<file path="src/rtl/serial_tx.sv">
// Serial transmitter: start bit, DATA_W data bits LSB first, stop bit, BAUD_DIV clocks per bit.
// Defining SERIAL_TX_PARITY_EN inserts an even-parity bit between the data and stop bits.
module serial_tx #(
  parameter int DATA_W   = 8,
  parameter int BAUD_DIV = 4
) (
  input  logic              clk,
  input  logic              rst,
  input  logic [DATA_W-1:0] din,
  input  logic              load,
  output logic              ready,
  output logic              txd,
  output logic              done
);

  localparam int CW = (BAUD_DIV > 1) ? $clog2(BAUD_DIV) : 1;
  localparam int BW = (DATA_W > 1) ? $clog2(DATA_W) : 1;
  localparam logic [CW-1:0] BAUD_LAST = CW'(BAUD_DIV - 1);
  localparam logic [CW-1:0] BAUD_PRE  = CW'((BAUD_DIV > 1) ? BAUD_DIV - 2 : 0);
  localparam logic [BW-1:0] BIT_LAST  = BW'(DATA_W - 1);
  localparam logic          ONE_CYCLE = (BAUD_DIV == 1);

`ifdef SERIAL_TX_PARITY_EN
  typedef enum logic [2:0] {IDLE, START, DATA, PARITY, STOP} state_t;
`else
  typedef enum logic [1:0] {IDLE, START, DATA, STOP} state_t;
`endif

  state_t            state;
  logic [CW-1:0]     baud_cnt;
  logic [BW-1:0]     bit_cnt;
  logic [DATA_W-1:0] shreg;
  logic [DATA_W-1:0] shnext;
  logic              last_tick;
`ifdef SERIAL_TX_PARITY_EN
  logic              par;
`endif

  assign last_tick = (baud_cnt == BAUD_LAST);
  assign shnext    = shreg >> 1;

  // Outputs are computed for the cycle being entered, so txd/ready/done are
  // plain flops; done is raised one cycle early so it lands on the last stop cycle.
  always_ff @(posedge clk or posedge rst) begin
    if (rst) begin
      state    <= IDLE;
      baud_cnt <= '0;
      bit_cnt  <= '0;
      shreg    <= '0;
      txd      <= 1'b1;
      ready    <= 1'b1;
      done     <= 1'b0;
`ifdef SERIAL_TX_PARITY_EN
      par      <= 1'b0;
`endif
    end else begin
      done <= 1'b0;
      case (state)
        IDLE: begin
          txd   <= 1'b1;
          ready <= 1'b1;
          if (load) begin
            shreg    <= din;
`ifdef SERIAL_TX_PARITY_EN
            par      <= ^din;
`endif
            baud_cnt <= '0;
            bit_cnt  <= '0;
            txd      <= 1'b0;
            ready    <= 1'b0;
            state    <= START;
          end
        end

        START: begin
          if (last_tick) begin
            baud_cnt <= '0;
            bit_cnt  <= '0;
            txd      <= shreg[0];
            state    <= DATA;
          end else begin
            baud_cnt <= baud_cnt + 1'b1;
          end
        end

        DATA: begin
          if (last_tick) begin
            baud_cnt <= '0;
            if (bit_cnt == BIT_LAST) begin
              bit_cnt <= '0;
`ifdef SERIAL_TX_PARITY_EN
              txd     <= par;
              state   <= PARITY;
`else
              txd     <= 1'b1;
              done    <= ONE_CYCLE;
              state   <= STOP;
`endif
            end else begin
              bit_cnt <= bit_cnt + 1'b1;
              shreg   <= shnext;
              txd     <= shnext[0];
            end
          end else begin
            baud_cnt <= baud_cnt + 1'b1;
          end
        end

`ifdef SERIAL_TX_PARITY_EN
        PARITY: begin
          if (last_tick) begin
            baud_cnt <= '0;
            txd      <= 1'b1;
            done     <= ONE_CYCLE;
            state    <= STOP;
          end else begin
            baud_cnt <= baud_cnt + 1'b1;
          end
        end
`endif

        STOP: begin
          if (last_tick) begin
            baud_cnt <= '0;
            txd      <= 1'b1;
            ready    <= 1'b1;
            state    <= IDLE;
          end else begin
            baud_cnt <= baud_cnt + 1'b1;
            done     <= (baud_cnt == BAUD_PRE);
          end
        end

        default: begin
          baud_cnt <= '0;
          bit_cnt  <= '0;
          txd      <= 1'b1;
          ready    <= 1'b1;
          state    <= IDLE;
        end
      endcase
    end
  end

endmodule

</file>
<file path="config.mk">
export PLATFORM = sky130hd
export DESIGN_NAME = serial_tx
export DESIGN_NICKNAME = d
export VERILOG_FILES = /design/src/rtl/serial_tx.sv
export SDC_FILE = /design/constraint.sdc
export NUM_CORES = 1
export LEC_CHECK = 0
export CORE_UTILIZATION = 45
export CTS_BUF_LIST = sky130_fd_sc_hd__clkbuf_4 sky130_fd_sc_hd__clkbuf_8
export DETAILED_ROUTE_END_ITERATION = 10
export PLACE_DENSITY_LB_ADDON = 0.25
export SETUP_SLACK_MARGIN = 0.15
export SYNTH_ARGS = -nofsm -noshare
export SYNTH_HDL_FRONTEND = slang
export SYNTH_SLANG_ARGS = --single-unit
export TNS_END_PERCENT = 50
</file>
<file path="constraint.sdc">
create_clock -name clk -period 2.45 [get_ports clk]
set_clock_uncertainty 0.2 [all_clocks]
set_input_delay 0.3675 -clock clk [delete_from_list [all_inputs] [get_ports clk]]
set_output_delay 0.3675 -clock clk [all_outputs]
set_load 0.01 [all_outputs]
</file>
# Yosys cells after proc, flatten, opt, wreduce, memory -nomap -nowiden
# Cells that the tools add are included.
# word_totals
ff_bits	18
latchBits	0
mem_bits_rw	0
romBits	0
in_bits	11
output_inout_bits	3
n_memories	0
# op_classes
add_sub_neg	2
mul	0
div	0
n_lt_le_gt_ge	0
eq_ne	12
shift	0
mux	27
bitwise_logic	0
n_reduce_logical	10
# op_table
op	count
8-bit 2-to-1 mux	3
8-bit case mux with 2 select lines	1
2-bit 2-to-1 mux	7
3-bit 2-to-1 mux	4
2-bit inequality test (second input constant)	6
3-bit case mux with 3 select lines	1
2-bit equality test (second input constant)	4
2-bit case mux with 4 select lines	1
4-bit AND reduction	2
1-bit 2-to-1 mux	7
5-bit AND reduction	1
1-bit case mux with 4 select lines	1
2-bit case mux with 2 select lines	1
2-bit nonzero test	2
3-bit by 1-bit adder with 3-bit output (second input constant)	1
3-bit equality test (second input constant)	1
3-bit AND reduction	1
3-bit nonzero test	1
3-bit OR reduction	1
2-bit by 1-bit adder with 2-bit output (second input constant)	1
2-bit by 1-bit equality test with 1-bit output (second input constant)	1
2-bit logical NOT	1
1-bit case mux with 2 select lines	1
2-bit AND reduction	1

# Depth between registers and ports, before layout
# Gate-level depths: netlist of the first run.
# depth
depth_word	4
depth_mapped	7
ltp_nobuf	5

# Least setup slack after synthesis of the first run
# OpenSTA, ideal clock, no wires.
# synth_timing
kind	reg-to-reg
startpoint	register bit_cnt[0]
endpoint	register shreg[0]
setup_time_ns	0.125
t_arrival_ns	1.687
slack_ns	0.438
path_stages_with_launch	6
n_path_buf	0
period_less_slack_ns	2.012
cell_sequence	dfrtp_1 ha_1 ha_1 nand2b_2 a211oi_4 mux2_2
# synth_via
elab_chain_len	3
# synth_rtl
item	line_no	text
start, declared	31	logic [BW-1:0] bit_cnt;
start signal, assigned	100	bit_cnt <= bit_cnt + 1'b1;
3-bit equality test	89	if (bit_cnt == BIT_LAST) begin
2-bit inequality test (no source line)	-	
4-bit AND reduction (no source line)	-	
end signal, assigned	63	shreg <= din;
end signal, assigned	101	shreg <= shnext;
end, declared	32	logic [DATA_W-1:0] shreg;
# Every way passes these cells.
# A chain may end at the register's enable or synchronous reset.

# Worst setup path after layout of the first run
# layout_timing
startpoint	register bit_cnt[0]
endpoint	register shreg[1]
# Same word-level chain as after synthesis.

==> results.py, run 1 <==
metrics = {
    "global_route": {
        "grt.total_usage_pct": 16.6,
        "grt_max_degree": 19,
        "antenna_found_initial": 0,
        "grt_pass1_wl_um": 3060,
        "grt-ovfl-total": 0,
        "grt_pass1_vias": 700,
    },
    "setup_path": {
        "cp-start-kind": "flop",
        "path_cells": "ha_1, ha_1, nand2b_2, a211oi_4, mux2_2",
        "path_max_fanout": 8,
        "critPathCaptureType": "flop",
        "crit_top_cell": "ha_1",
        "r2r_cells": 5,
        "r2r-end": "shreg[1]",
        "cp_data_arrival_time_ns": 2.14,
        "crit_start": "bit_cnt[0]",
        "criticalPathCategory": "reg2reg",
        "slowest_delay_ns": 0.44,
        "r2r_slack_ns": 0.30,
        "cpMaxStageDelayCell": "a211oi_4",
        "required_ns": 2.44,
        "r2r_start": "bit_cnt[0]",
    },
    "cts": {
        "clkSlewWorstSetupHoldPaths_ns": 0.11,
        "cts_sinks": 18,
        "clockBufferDepth": 2,
        "cts_tree": "done",
        "cts-root-buf": "clkbuf_4",
        "post-cts-setup-buffer-count": 0,
        "htree_levels": 1,
        "clk_latency_ns": 0.31,
        "cts_buffers": 3,
    },
    "logic_synthesis": {
        "netlist_area_mm2": 0.00102,
        "syn_nets": 106,
        "synth-seq-cells": 18,
        "synth_area_per_cell_um2": 11.9,
        "synth_cells": 86,
        "yosysWarnings": 0,
        "ys_types": 24,
        "seq_area_frac_synth_pct": 44.3,
    },
    "place": {
        "port_buffers": 13,
        "gp_congestion": 0.779,
        "dp.cells": 124,
        "dpl.hpwl_um": 1310,
    },
    "drt": {
        "viasPerCell": 5.21,
        "drt_iter0_markers": 5,
        "vias": 662,
        "wl_met3_um": 54,
        "wl_um": 1710,
        "detail_route.first_pass.iterations": 4,
        "post_drt_wl_per_cell_um": 13.5,
        "top_layer": "met4",
        "met2_length_um": 840,
        "wl_met1_um": 788,
        "ant_nets": 0,
        "drc": 0,
    },
    "timing": {
        "rsz0062_at_grt": "false",
        "setup_tns_ns": 0,
        "slew_headroom_pct": 53.7,
        "max_freq_mhz": 466,
        "fin_crit_sh_pct": 87.6,
        "setup_viol": 0,
        "slew_violations": 0,
        "hold_viol_final": 0,
        "timing_worst_slew_pin_value_ns": 0.693,
        "fin_crit_ns": 2.15,
    },
    "finish": {
        "diodes": 0,
        "finalNonFillerCells": 127,
        "layout.nets": 122,
        "fillCellCount": 190,
        "layout_commonest_cell": "mux2_2",
        "layout_common_cells": "mux2_2, dfrtp_1, clkdlybuf4s50_1",
        "syn_to_final_growth_pct": 17.5,
        "drive_gt1_share_pct": 29.0,
    },
    "floorplanning": {
        "ioPinCount": 14,
        "die_w_um": 49.7,
        "die_h_um": 49.7,
        "num_rows": 16,
        "die-area_mm2": 0.00247,
        "start_util_pct": 50.1,
        "coreArea_mm2": 0.00204,
    },
    "run": {
        "max-cap-violations": 0,
    },
    "run_status": {
        "outcome": "completed",
    },
    "power_and_ir_drop": {
        "p_per_area_mw_per_mm2": 1290,
        "ir_drop_v": 0.000734,
        "p_leak_nw": 0.524,
    },
    "worst_hold_path": {
        "hp-class": "in2async",
    },
}
[critical path, delay by kind of cell (launching register included)]
family / cells / cell delay (ns)
mux: 1 / 0.38
compound gates: 1 / 0.44
fa+ha+maj: 2 / 0.43
flops: 1 / 0.40
simple gates: 1 / 0.19
[stage by stage]
step	instance area [µm²]	hold slack, ns	setup slack (ns)	utilization, %	power (mW)
after detailed placement	1180	0.296	0.277	57.7	1.41
after global placement	1180	0.287	0.310	57.7	1.38
after CTS	1200	0.277	0.268	58.8	1.56
after global routing	1200	0.333	0.182	58.9	1.67
final	1200	0.253	0.304	58.9	1.55
after floorplan	1020	0.105	0.438	-	1.21
[cell type report]
cell class | instances | area, µm² | area share [%]
timing repair buffer | 14 | 138 | 11.4
clock buffer | 3 | 22.5 | 1.87
sequential | 18 | 453 | 37.7
multi-input combinational | 57 | 526 | 43.7
inverter | 8 | 30.0 | 2.50
tap | 27 | 33.8 | 2.81
[how the worst max path moves through the flow]
stage               endpoint  slack (ns)
finish              shreg[1]        0.30
global route        shreg[1]        0.18
CTS                 shreg[1]        0.27
floorplan           shreg[0]        0.44
detailed placement  shreg[1]        0.28
global placement    shreg[6]        0.31
[routing by layer]
metal / vias up / GRT usage [%]
met3: 4 / 1.85
met5: - / 0
li1: 325 / -
met4: 0 / 10.0
met2: 15 / 26.8
met1: 318 / 21.1
[synth_stat cells]
cell type,n,area [µm²]
a211oi_1,1,7.51
a211oi_4,1,20.0
a21boi_0,2,15.0
and2_1,1,6.26
buf_2,2,10.0
buf_4,1,7.51
dfrtp_1,16,400
dfstp_2,2,52.6
ha_1,9,113
inv_1,8,30.0
mux2_2,17,191
mux2i_1,2,20.0
nand2_1,5,18.8
nand2b_1,1,6.26
nand2b_2,1,8.76
nand4b_1,1,8.76
nor2_1,3,11.3
nor2b_4,1,13.8
nor3_1,1,5.00
nor3_4,1,16.3
o21ai_0,7,35.0
o21ba_2,1,10.0
o221ai_1,1,8.76
o31ai_1,1,7.51
[flip-flops by register name, summed over array words and instances (netlist names)]
register / cells
ready: 1
shreg: 8
done: 1
baud_cnt: 2
state: 2
txd: 1
bit_cnt: 3
[where the power goes]
part | switching [mW] | internal (mW) | leakage (nW)
clock | 0.0965 | 0.0575 | 0.0138
sequential | 0.0832 | 0.456 | 0.219
combinational | 0.390 | 0.465 | 0.291
[kinds of logic (layout without fill, tap and decap cells)]
group / after synthesis / count (layout) / share of synthesized area, %
muxes: 19 / 19 / 20.7
and+or+nand+nor: 15 / 15 / 9.29
buffers and inverters: 11 / 25 / 4.65
adders and majority gates: 9 / 9 / 11.0
DFF: 18 / 18 / 44.3
AOI/OAI and AO/OA: 14 / 14 / 10.1
[repair_timing]
action / 4_1_cts / 5_1_grt
hold buffers: 0 / 0
endpoints found under the setup margin: 0 / 7
endpoints found under the hold margin: 0 / 0
gates resized for setup: 0 / 1
(Power assumes the default switching activity.)
==> run 2: changes to the inputs <==
- clock period: 2.45 -> 2.04 ns (I/O delays scaled with it)
==> results.py, run 2 (same netlist as run 1, synthesis figures left out) <==
metrics = {
    "run_status": {
        "outcome": "completed",
    },
    "global_route": {
        "grt_busiest_layer": "met2",
        "grt_pass1_wl_um": 3240,
        "gr-usage-met2_pct": 29.5,
        "grt_pass1_vias": 725,
        "grt-ovfl-total": 0,
        "grt.total_usage_pct": 18.0,
        "grt_max_degree": 19,
        "use_met3_pct": 3.70,
        "grt_use_met1_pct": 22.9,
        "antenna_found_initial": 0,
    },
    "finish": {
        "largest_register_ffs": 8,
        "layout.nets": 130,
        "fillCellCount": 156,
        "drive_gt1_share_pct": 38.5,
        "diodes": 0,
        "layout_common_cells": "dfrtp_1, clkdlybuf4s50_1, mux2_2",
        "finalNonFillerCells": 136,
        "layout_commonest_cell": "dfrtp_1",
        "multiInputGateArea_um2": 594,
        "largest-register": "shreg",
        "largestRegisters": "shreg (8), bit_cnt (3)",
        "regArea_um2": 453,
        "syn_to_final_growth_pct": 32.6,
    },
    "floorplanning": {
        "die-area_mm2": 0.00247,
        "ioPinCount": 14,
        "num_rows": 16,
        "start_util_pct": 50.1,
        "coreArea_mm2": 0.00204,
        "die_w_um": 49.7,
        "die_h_um": 49.7,
    },
    "place": {
        "gp_congestion": 0.813,
        "dpl.hpwl_um": 1400,
        "port_buffers": 13,
        "post-place-ws_ns": 0.0572,
        "dp.cells": 130,
    },
    "timing": {
        "fin_crit_ns": 1.92,
        "fin_crit_sh_pct": 94.1,
        "max_freq_mhz": 521,
        "setup_tns_ns": 0,
        "timing_worst_slew_pin_value_ns": 0.349,
        "worst_slack_ns": 0.121,
        "hold_viol_final": 0,
        "rsz0062_at_grt": "true",
        "whs_ns": 0.125,
        "slew_headroom_pct": 76.6,
        "setup_viol": 0,
        "slew_violations": 0,
    },
    "power_and_ir_drop": {
        "p_leak_nw": 0.598,
        "ir_drop_v": 0.000988,
        "p_per_area_mw_per_mm2": 1640,
        "power_mw": 2.23,
    },
    "setup_path": {
        "r2r_start": "bit_cnt[0]",
        "cp-start-kind": "flop",
        "required_ns": 2.02,
        "criticalPathCategory": "reg2reg",
        "r2r_cells": 6,
        "critPathCaptureType": "flop",
        "cpMaxStageDelayCell": "dfrtp_1",
        "slowest_delay_ns": 0.41,
        "path_cells": "ha_2, ha_4, nand2b_4, a211oi_4, buf_12, mux2_4",
        "cp_data_arrival_time_ns": 1.90,
        "path_max_fanout": 8,
        "r2r_slack_ns": 0.12,
        "r2r-end": "shreg[1]",
    },
    "drt": {
        "drt_iter0_markers": 10,
        "viasPerCell": 5.14,
        "vias": 699,
        "detail_route.first_pass.iterations": 4,
        "post_drt_wl_per_cell_um": 14.1,
        "wl_um": 1920,
        "drc": 0,
        "ant_nets": 0,
    },
    "cts": {
        "cts-root-buf": "clkbuf_4",
        "cts_buffers": 3,
        "clkSlewWorstSetupHoldPaths_ns": 0.10,
        "clockBufferDepth": 2,
        "cts_sinks": 18,
        "htree_levels": 1,
        "cts_tree": "done",
        "clk_latency_ns": 0.29,
    },
    "run": {
        "max-cap-violations": 0,
    },
    "worst_hold_path": {
        "hp-class": "in2async",
    },
}
==> run 2: power by group <==
part	internal [mW]	switching (mW)
combinational	0.793	0.553
clock	0.109	0.109
sequential	0.548	0.115
==> run 2: layer usage <==
layer	routed length, µm	vias up
met5	0	-
met4	12	0
met3	61	2
met2	996	16
met1	845	339
li1	-	342
==> run 2: cell type report <==
class,instances,share of cell area (%)
Clock buffer,4,2.67
Inverter,8,2.21
Tap cell,27,2.49
Multi-Input combinational cell,57,43.8
Sequential cell,18,33.4
Timing Repair Buffer,22,15.5
==> run 2: how the worst max path moves through the flow <==
| stage | from | end | slack, ns |
|---|---|---|---|
| floorplan | bit_cnt[0] | shreg[0] | 0.09 |
| global placement | state[0] | shreg[5] | 0.11 |
| detailed placement | state[0] | shreg[4] | 0.06 |
| CTS | bit_cnt[0] | shreg[4] | 0.11 |
| global route | bit_cnt[0] | shreg[5] | 0.06 |
| finish | bit_cnt[0] | shreg[1] | 0.12 |
==> run 2: worst max-delay path, delay by kind of cell (launching register included) <==
kind | cells | cell delay, ns
flip-flops | 1 | 0.41
buffers and inverters | 1 | 0.17
adder cells (fa/ha/maj) | 2 | 0.36
AO/OA/AOI/OAI | 1 | 0.24
AND/OR/NAND/NOR | 1 | 0.14
multiplexers | 1 | 0.30
==> run 2: stage by stage <==
step	utilization, %	cell area [µm²]
final	66.5	1360
after global routing	66.5	1360
after CTS	65.1	1330
after detailed placement	62.7	1280
after global placement	62.7	1280
after floorplan	-	1070
==> run 2: timing repair <==
item,4_1_cts,5_1_grt
hold buffers,0,0
buffers inserted,1,1
gates resized for setup,2,3
pin swaps,0,0
setup endpoints to repair,8,11
==> run 3: changes to the inputs <==
- CTS_BUF_LIST: sky130_fd_sc_hd__clkbuf_4 sky130_fd_sc_hd__clkbuf_8 -> sky130_fd_sc_hd__clkbuf_8
- SLEW_MARGIN: not set -> 25
==> results.py, run 3 (same netlist as run 1, synthesis figures left out) <==
metrics = {
    "place": {
        "gp_congestion": 0.813,
        "placed_area_mm2": 0.00128,
        "dp.cells": 130,
        "dpl.hpwl_um": 1400,
        "port_buffers": 13,
        "post-place-ws_ns": 0.0572,
    },
    "cts": {
        "cts_buffers": 3,
        "clk_latency_ns": 0.25,
        "htree_levels": 1,
        "cts-root-buf": "clkbuf_8",
        "cts_sinks": 18,
        "clockBufferDepth": 2,
        "cts_tree": "done",
        "clkSlewWorstSetupHoldPaths_ns": 0.07,
    },
    "power_and_ir_drop": {
        "power_mw": 2.30,
        "p_per_area_mw_per_mm2": 1670,
        "p_leak_nw": 0.601,
        "ir_drop_v": 0.000961,
    },
    "finish": {
        "largest_register_ffs": 8,
        "layout_common_cells": "dfrtp_1, clkdlybuf4s50_1, mux2_2",
        "fin_util_pct": 67.5,
        "fillCellCount": 153,
        "layout.nets": 129,
        "fin_area_mm2": 0.00138,
        "largestRegisters": "shreg (8), bit_cnt (3)",
        "syn_to_final_growth_pct": 34.7,
        "largest-register": "shreg",
        "drive_gt1_share_pct": 38.0,
        "regArea_um2": 453,
        "layout_commonest_cell": "dfrtp_1",
        "diodes": 0,
        "multiInputGateArea_um2": 604,
        "finalNonFillerCells": 135,
    },
    "floorplanning": {
        "num_rows": 16,
        "die_h_um": 49.7,
        "ioPinCount": 14,
        "die-area_mm2": 0.00247,
        "die_w_um": 49.7,
        "coreArea_mm2": 0.00204,
        "start_util_pct": 50.1,
    },
    "setup_path": {
        "required_ns": 1.98,
        "cp_data_arrival_time_ns": 1.85,
        "critPathCaptureType": "flop",
        "criticalPathCategory": "reg2reg",
        "path_max_fanout": 6,
        "cp-start-kind": "flop",
    },
    "timing": {
        "setup_tns_ns": 0,
        "slew_headroom_pct": 75.3,
        "setup_viol": 0,
        "timing_worst_slew_pin_value_ns": 0.368,
        "rsz0062_at_grt": "true",
        "worst_slack_ns": 0.127,
        "max_freq_mhz": 523,
        "whs_ns": 0.170,
        "hold_viol_final": 0,
        "fin_crit_ns": 1.91,
        "fin_crit_sh_pct": 93.8,
        "slew_violations": 0,
    },
    "drt": {
        "viasPerCell": 5.23,
        "post_drt_wl_per_cell_um": 14.1,
        "wl_um": 1900,
        "detail_route.first_pass.iterations": 4,
        "ant_nets": 0,
        "vias": 706,
        "drc": 0,
        "drt_iter0_markers": 9,
    },
    "worst_hold_path": {
        "hp-class": "in2async",
    },
    "run_status": {
        "outcome": "completed",
    },
    "global_route": {
        "grt_max_degree": 19,
        "grt_pass1_vias": 734,
        "grt.total_usage_pct": 17.8,
        "grt-ovfl-total": 0,
        "antenna_found_initial": 0,
        "grt_pass1_wl_um": 3260,
    },
    "run": {
        "max-cap-violations": 0,
    },
}
## run 3: cell types whose count changed in the layout (fill, tap and decap cells not counted)
cell      before  now
ha_2           1    0
ha_4           3    4
clkbuf_8       1    4
buf_4          8    7
clkbuf_4       3    0
## run 3: worst max-delay path: stages, from the launching register on
cell and delay, ns:
dfrtp_1 0.44, ha_1 0.30, nor3_1 0.37, o221ai_1 0.20
mux2_2 0.30
## run 3: what timing repair did
action,CTS,global route
setup endpoints to repair,8,9
buffers inserted,1,0
hold buffers,0,0
resized for setup,2,4
## run 3: metal layers
metal / part of all wire [%] / global-route usage, % / vias to the layer above
met5: 0 / 0 / -
met3: 2.0 / 2.78 / 4
met1: 44 / 22.7 / 351
met2: 53 / 29.7 / 12
li1: - / - / 339
met4: 0.95 / 7.14 / 0
## run 3: final timing paths
path	cells after the start	startpoint	to	slack, ns
min reg2reg	1	shreg[5]	shreg[5]	0.31
max reg2reg	4	state[1]	state[1]	0.13
min	3	rst	shreg[6]	0.17
max in group asynchronous	3	rst	txd	1.21
max	4	state[1]	state[1]	0.13
min in group clk	1	shreg[5]	shreg[5]	0.31
## run 3: cell type report
cell class	instances	area share, %
Tap cell	27	2.45
Inverter	8	2.18
Sequential cell	18	32.8
Multi-Input combinational cell	57	43.8
Clock buffer	4	3.99
Timing Repair Buffer	21	14.7
## run 3: power breakdown
group / internal, mW / switching [mW]
logic: 0.791 / 0.551
clock network: 0.171 / 0.115
registers: 0.549 / 0.122
total: 1.51 / 0.788
